File: src/rtl/load_store_unit.sv
// Byte-serial RV32I load/store unit: one memory byte per ACCESS cycle,
// little-endian, with accept-time error classification and load extension.
module load_store_unit #(
    parameter int ADDR_W = 10
) (
    input  logic              clk,
    input  logic              rst,
    input  logic              req_valid,
    output logic              req_ready,
    input  logic              req_store,
    input  logic [2:0]        req_funct3,
    input  logic [31:0]       req_addr,
    input  logic [31:0]       req_wdata,
    output logic [ADDR_W-1:0] mem_addr,
    output logic [7:0]        mem_wr_data,
    output logic              mem_read,
    output logic              mem_write,
    input  logic [7:0]        mem_rd_data,
    output logic              resp_valid,
    output logic [31:0]       resp_rdata,
    output logic [1:0]        resp_err,
    output logic              busy
);

    typedef enum logic [1:0] {IDLE, ACCESS, DONE} state_t;

    state_t              r_state;
    state_t              w_next;
    logic [1:0]          r_k;
    logic [1:0]          r_last;
    logic [1:0]          r_err;
    logic                r_store;
    logic [2:0]          r_f3;
    logic [ADDR_W-1:0]   r_addr;
    logic [31:0]         r_wdata;
    logic [31:0]         r_data;

    logic                w_acc;
    logic                w_access;
    logic                w_illegal;
    logic                w_mis;
    logic                w_fault;
    logic [1:0]          w_last;
    logic [1:0]          w_err;
    logic [ADDR_W-1:0]   w_max_base;
    logic [31:0]         w_ext;

    assign req_ready = (r_state == IDLE) && !rst;
    assign w_acc     = req_valid && req_ready;
    assign w_access  = (r_state == ACCESS);
    assign busy      = (r_state != IDLE);

    always_comb begin
        w_last    = 2'd0;
        w_illegal = 1'b0;
        w_mis     = 1'b0;
        case (req_funct3)
            3'b000: w_last = 2'd0;
            3'b100: w_illegal = req_store;
            3'b001: begin
                w_last = 2'd1;
                w_mis  = req_addr[0];
            end
            3'b101: begin
                w_last    = 2'd1;
                w_mis     = req_addr[0];
                w_illegal = req_store;
            end
            3'b010: begin
                w_last = 2'd3;
                w_mis  = |req_addr[1:0];
            end
            default: w_illegal = 1'b1;
        endcase
    end

    // Highest base address whose last byte still fits below 2^ADDR_W.
    assign w_max_base = {ADDR_W{1'b1}} - ADDR_W'(w_last);
    assign w_fault    = (|req_addr[31:ADDR_W])
                     || (req_addr[ADDR_W-1:0] > w_max_base);

    always_comb begin
        w_err = 2'b00;
        if (w_illegal)
            w_err = 2'b11;
        else if (w_mis)
            w_err = 2'b01;
        else if (w_fault)
            w_err = 2'b10;
    end

    always_comb begin
        w_next = r_state;
        case (r_state)
            IDLE: begin
                if (w_acc)
                    w_next = (w_err != 2'b00) ? DONE : ACCESS;
            end
            ACCESS: begin
                if (r_k == r_last)
                    w_next = DONE;
            end
            DONE:    w_next = IDLE;
            default: w_next = IDLE;
        endcase
    end

    always_ff @(posedge clk) begin
        if (rst)
            r_state <= IDLE;
        else
            r_state <= w_next;
    end

    always_ff @(posedge clk) begin
        if (rst) begin
            r_k     <= 2'd0;
            r_last  <= 2'd0;
            r_err   <= 2'b00;
            r_store <= 1'b0;
            r_f3    <= 3'b000;
            r_addr  <= '0;
            r_wdata <= 32'h0;
            r_data  <= 32'h0;
        end else if (r_state == IDLE) begin
            if (w_acc) begin
                r_k     <= 2'd0;
                r_last  <= w_last;
                r_err   <= w_err;
                r_store <= req_store;
                r_f3    <= req_funct3;
                r_addr  <= req_addr[ADDR_W-1:0];
                r_wdata <= req_wdata;
                r_data  <= 32'h0;
            end
        end else if (w_access) begin
            r_k <= r_k + 2'd1;
            if (!r_store)
                r_data[{r_k, 3'b000} +: 8] <= mem_rd_data;
        end
    end

    assign mem_addr    = w_access ? r_addr + ADDR_W'(r_k) : '0;
    assign mem_wr_data = w_access ? r_wdata[{r_k, 3'b000} +: 8] : 8'h00;
    assign mem_read    = w_access && !r_store;
    assign mem_write   = w_access && r_store;

    always_comb begin
        case (r_f3)
            3'b000:  w_ext = {{24{r_data[7]}}, r_data[7:0]};
            3'b100:  w_ext = {24'h0, r_data[7:0]};
            3'b001:  w_ext = {{16{r_data[15]}}, r_data[15:0]};
            3'b101:  w_ext = {16'h0, r_data[15:0]};
            default: w_ext = r_data;
        endcase
    end

    assign resp_valid = (r_state == DONE);
    assign resp_err   = resp_valid ? r_err : 2'b00;
    assign resp_rdata = (resp_valid && r_err == 2'b00 && !r_store)
                      ? w_ext : 32'h0;

endmodule

File: config.mk
export PLATFORM = sky130hd
export DESIGN_NAME = load_store_unit
export DESIGN_NICKNAME = d
export VERILOG_FILES = /design/src/rtl/load_store_unit.sv
export SDC_FILE = /design/constraint.sdc
export NUM_CORES = 1
export LEC_CHECK = 0
export CAP_MARGIN = 0
export CELL_PAD_IN_SITES_DETAIL_PLACEMENT = 0
export CELL_PAD_IN_SITES_GLOBAL_PLACEMENT = 1
export CORE_MARGIN = 4
export CORE_UTILIZATION = 36
export CTS_BUF_LIST = sky130_fd_sc_hd__clkbuf_4 sky130_fd_sc_hd__clkbuf_8 sky130_fd_sc_hd__clkbuf_16
export DETAILED_ROUTE_END_ITERATION = 8
export PLACE_DENSITY_LB_ADDON = 0.12
export SLEW_MARGIN = 20
export SYNTH_ARGS = -nofsm -noshare
export SYNTH_HDL_FRONTEND = slang
export SYNTH_SLANG_ARGS = --single-unit
export TNS_END_PERCENT = 20
File: constraint.sdc
create_clock -name clk -period 3.5 [get_ports clk]
set_input_delay 0.525 -clock clk [delete_from_list [all_inputs] [get_ports clk]]
set_output_delay 0.525 -clock clk [all_outputs]
set_load 0.005 [all_outputs]
==> flow_summary.ini, run 1 <==
[logic_synthesis]
avgSynthCellArea_um2 = 7.81
yosysMostFrequentCell = nand2_1
synth_edf_count = 0
synth-seq-cells = 86
synth_top_area_cell = dfxtp_1
syn_area_um2 = 4350
syn_inst = 557
synth_top_area_share_pct = 39.6
synth_fp_nets = 645
synth.distinct_cells = 51
yosys_warnings = 0
ys.flop_type = dfxtp_1
yosys-top-cells-count = nand2_1, dfxtp_1, a21oi_1
synthTopCellsByArea = dfxtp_1, nand2_1, a21oi_1
seq_area_frac_synth_pct = 39.6
synthArstFlopShare_pct = 0

[job]
drv_cap = 0

[sta]
hold_slack_ps = 450
maxSlewViolCount = 0
rsz0062_at_grt = no
skew_ps = 8.00
fmax_mhz = 320
period_minus_slack_ps = 3130
tightest_slew_ps = 839
period_share_pct = 89.3
relSlewSlack_pct = 43.7
finalSetupViolations = 0
fin_setup_tns_ps = 0
hold_viol = 0

[die]
fp.dieH_um = 118
coreArea_um2 = 11600
ios = 136
die_area_um2 = 13900
rows = 39
die_w_um = 118
start_util_pct = 37.4

[power]
p_leak_nw = 2.10
seqPwrFrac_pct = 44.9
p_comb_share_pct = 11.2
swShare_pct = 23.3
power_density_nw_per_um2 = 385
power_w = 0.00236
p_int_w = 0.00181
switching_power_w = 0.000550
max-vdd-ir-drop_v = 0.000266
power_frac_clock_pct = 43.9

[global_route]
grt_first_pass_wirelength_um = 20800
grt_pass1_vias = 4188
antenna_found_initial = 0
grt_max_degree = 47
grt_usage_pct = 18.4
grt_overflow = 0

[place]
place_inst = 809
place_hpwl_um = 9470
portBuffers = 135
gp_congestion = 0.786

[critical_path]
startpoint_type = flip-flop
path_max_fanout = 16
cpLargestDelayFamily = simple AND/OR/NAND/NOR gates
critPathBufInv = 1
path_class = reg2out
worst_path_max_delay_cell = dfxtp_1
cp.required_ps = 2970
cp-end-kind = output port
crit_chain = nand2b_1 > nor4_4 > o21ai_2 > a21oi_1 > clkdlybuf4s50_1
cpPeakStageDelay_ps = 570
cp_data_arrival_time_ps = 2600

[clock_tree]
cts_buffer_depth = 2
cts_tree = done
cts_setup_buffers = 0
cts-hold-fix-buffers = 0
ctsRootBufferMaster = clkbuf_16
cts_inserted_buffers = 9
cts_resized = 0
clkTransAtPathRegs_ps = 60
cts_max_level = 3
clk_latency_ps = 340
cts_sinks = 86

[route]
first_pass_iters = 6
routed_via_density = 5.11
post_drt_wl_per_cell_um = 15.3
drt-initial-drc-count = 195
vias = 4216
drc = 0
ant_nets = 0
wl_um = 12600

[final_layout]
nNetsFinal = 765
final_cells = 825
fillers = 1147
antenna_cells = 0
drive_gt1_share_pct = 6.89
syn_to_final_growth_pct = 41.0

[worst_hold_path]
hp-class = reg2reg

[outcome]
outcome = finished, final reports clean
[metrics by stage]
stage / setup WS, ps / area (um^2) / utilization, %
6_report: 375 / 6130 / 52.8
5_1_grt: 94.9 / 6130 / 52.8
4_1_cts: 106 / 6130 / 52.8
3_5_place_dp: 491 / 5800 / 50.0
3_3_place_gp: 673 / 5800 / 50.0
2_1_floorplan: 1370 / 4350 / -
[kinds of logic (layout without fill, tap and decap cells)]
family                   Yosys count  in the layout  share of synthesized area [%]
multiplexers                       9              9                           4.37
AND/OR/NAND/NOR                  240            240                           27.3
buffers and inverters             64            189                           6.16
XOR/XNOR                           8              8                           1.61
adder cells (fa/ha/maj)            9              9                           2.76
flip-flops                        86             86                           39.6
AO/OA/AOI/OAI                    141            141                           18.2
[flip-flops by register name, summed over array words and instances, names as in the netlist]
name,flops
r_k,2
r_wdata,32
r_last,2
r_err,2
r_store,1
r_addr,10
r_state,2
r_data,32
r_f3,3
[worst paths after layout]
path | start | endpoint | slack (ps) | cells past startpoint
worst max-delay path | r_state[1]$_SDFFE_PP0P_ | resp_rdata[20] | 370 | 5
worst min-delay path | r_data[13]$_SDFFE_PP0P_ | r_data[13]$_SDFFE_PP0P_ | 450 | 2
worst max register to register | r_k[0]$_SDFFE_PP0P_ | r_data[8]$_SDFFE_PP0P_ | 1100 | 7
worst min register to register | r_data[13]$_SDFFE_PP0P_ | r_data[13]$_SDFFE_PP0P_ | 450 | 2
[power by group through the flow]
stage	registers [W]	logic, W	clock network, W
2_1_floorplan	0.00107	0.000129	0
3_3_place_gp	0.00108	0.000263	0
3_5_place_dp	0.00108	0.000266	0
4_1_cts	0.00106	0.000267	0.00106
5_1_grt	0.00107	0.000294	0.00110
6_report	0.00106	0.000266	0.00104
[placed cells by master, fill, tap and decap left out, drive strengths merged, types with 8 or more instances in the layout]
| cell | n |
|---|---|
| o21ai | 55 |
| mux4 | 8 |
| nor2 | 19 |
| clkbuf | 11 |
| nand2 | 109 |
| nand3 | 36 |
| dfxtp | 86 |
| inv | 29 |
| buf | 10 |
| and2 | 23 |
| ha | 8 |
| clkdlybuf4s50 | 135 |
| a21oi | 69 |
| nand2b | 19 |
[routing by layer]
metal,wire length [um],vias to the layer above,global-route usage [%],part of all wire (%)
li1,-,2135,-,-
met1,5970,1923,24.9,47
met2,5730,147,29.1,45
met3,807,11,5.00,6.4
met4,134,0,4.54,1.1
met5,0,-,0,0
[worst reg2reg max path: cells and delay by family, from the launching register on]
family          cells  cell delay [ps]
flops               1              340
simple gates        2              900
buf+inv             2              430
compound gates      2              420
fa+ha+maj           1              240
[area by class of cell]
type	count	area, um^2	share of cell area [%]
well taps	143	179	2.92
multi-input cells	407	2360	38.6
clock inverters	5	82.6	1.35
clock buffers	11	240	3.92
flip-flops and latches	86	1720	28.1
inverters	28	105	1.71
repair buffers	145	1440	23.5
Note: power is estimated with default switching activity, not from simulation.
==> run 2, diff against run 1 <==
Settings changed: CORE_MARGIN 4 to default, GPL_TIMING_DRIVEN from default to 0.
==> run 2 against run 1 <==
Compared with the run above:
- the run now ends with design-rule violations left
- via count increased by 4.2%
- design area increased by 1.3%
- combinational power increased by 7.5%
- maximum frequency decreased by 3.4%
- clock power about the same
- worst setup slack got worse by 110 ps
- clock skew decreased by 1.5 ps
- first-iteration DRC count increased by 19%
- count of clock-buffer cells in the layout decreased by 2
- critical path depth increased by 2
- critical endpoint is now resp_rdata[24]
- largest cell class unchanged
- highest routed layer unchanged
==> flow_summary.ini, run 2 (synthesis results as in run 1) <==
[critical_path]
reg2reg_slack_ps = 580
path_max_fanout = 10
cp_data_arrival_time_ps = 2710
reg2reg_depth = 7
r2r-start = r_k[1]$_SDFFE_PP0P_
cp-end-kind = output port
critPathBufInv = 3
crit_chain = buf_2 > nand2b_1 > nor4_4 > o21ai_1 > clkbuf_1 > a21oi_1 > clkdlybuf4s50_1
cpPeakStageDelay_ps = 520
cpLargestDelayFamily = buffers and inverters
r2r-end = r_data[28]$_SDFFE_PP0P_
worst_path_max_delay_cell = clkdlybuf4s50_1
startpoint_type = flip-flop
path_class = reg2out
cp.required_ps = 2970

[global_route]
grt_first_pass_wirelength_um = 21400
antenna_found_initial = 0
grt_overflow = 0
grt_pass1_vias = 4229
grt_max_degree = 17
grt_usage_pct = 21.9

[worst_hold_path]
holdPathEnd = r_data[14]$_SDFFE_PP0P_
hp-class = reg2reg
holdPathStages = 2
min-delay-start = r_data[14]$_SDFFE_PP0P_

[die]
rows = 39
start_util_pct = 37.4
coreArea_um2 = 11600
die_w_um = 112
ios = 136
fp.dieH_um = 112
die_area_um2 = 12500

[sta]
relSlewSlack_pct = 35.8
skew_ps = 6.47
tightest_slew_ps = 955
maxSlewViolCount = 0
rsz0062_at_grt = no
fmax_mhz = 309
hold_viol = 0
period_minus_slack_ps = 3230
finalSetupViolations = 0
fin_setup_tns_ps = 0
period_share_pct = 92.4

[outcome]
outcome = finished, violations left
violations = design-rule violations

[place]
place_inst = 835
portBuffers = 135
place_hpwl_um = 10200
gp_congestion = 0.797

[route]
drt-initial-drc-count = 232
routed_via_density = 5.16
wl_um = 13500
drc = 7
post_drt_wl_per_cell_um = 15.8
ant_nets = 0
first_pass_iters = 6
vias = 4394

[final_layout]
antenna_cells = 0
reg.largest.list = r_data x32, r_wdata x32, r_addr x10
multiInputGateArea_um2 = 2360
nNetsFinal = 792
regArea_um2 = 1720
layout_common_cells = clkdlybuf4s50_1, nand2_1, dfxtp_1
fillers = 1128
final_common_cell = clkdlybuf4s50_1
final_cells = 852
drive_gt1_share_pct = 6.21
syn_to_final_growth_pct = 42.9

[clock_tree]
cts_resized = 0
clk_latency_ps = 340
ctsRootBufferMaster = clkbuf_16
cts_buffer_depth = 2
cts_tree = done
clkTransAtPathRegs_ps = 70
cts_sinks = 86
cts_inserted_buffers = 9
cts_max_level = 3

[power]
max-vdd-ir-drop_v = 0.000206
power_density_nw_per_um2 = 387
p_leak_nw = 2.12
power_w = 0.00241

[job]
drv_cap = 0
run 2: what timing repair did:
action | CTS | global route
hold endpoints to repair | 0 | 0
buffers inserted | 0 | 1
hold buffers | 0 | 0
endpoints found under the setup margin | 0 | 10
run 2: worst max-delay path by stage:
stage,from,endpoint,slack (ps),depth (start not counted)
2_1_floorplan,r_k[1]$_SDFFE_PP0P_,r_data[10]$_SDFFE_PP0P_,1370,7
3_3_place_gp,req_funct3[0],r_state[1]$_SDFFE_PP0P_,370,8
3_5_place_dp,req_funct3[0],r_state[1]$_SDFFE_PP0P_,400,8
4_1_cts,r_state[1]$_SDFFE_PP0P_,resp_rdata[24],50,7
5_1_grt,r_f3[0]$_SDFFE_PP0P_,resp_rdata[29],20,7
6_report,r_state[1]$_SDFFE_PP0P_,resp_rdata[24],270,7
run 2: report_power, final:
group	switching, W	leakage (nW)	internal [W]	total (W)
Clock	0.000429	0.163	0.000637	0.00107
Sequential	0.0000319	0.703	0.00102	0.00105
Combinational	0.000138	1.26	0.000148	0.000286
run 2: area by class of cell:
cell class | count | share of cell area [%]
plain buffers | 36 | 2.62
clock buffers | 9 | 3.62
clock inverters | 7 | 1.65
inverters | 28 | 1.69
multi-input cells | 407 | 38.0
flip-flops and latches | 86 | 27.7
well taps | 143 | 2.88
repair buffers | 136 | 21.9
run 2: tightest hold or removal path, stage by stage, from the launching register on:
cell     delay (ps)
dfxtp_1         310
nand2_1          50
a21oi_1          50
run 2: stage by stage:
step,instance area [um^2],setup slack [ps],util (%),hold slack (ps)
floorplan,4350,1370,-,428
CTS,6210,48.6,53.4,450
finish,6210,266,53.5,447
detailed placement,5880,397,50.6,441
global route,6210,22.7,53.5,472
global placement,5880,370,50.6,437
run 2: routing by layer:
layer | global-route usage (%) | wire, um
met1 | 30.1 | 6320
met2 | 35.1 | 6280
met3 | 4.68 | 774
met4 | 4.95 | 88
met5 | 0 | 0
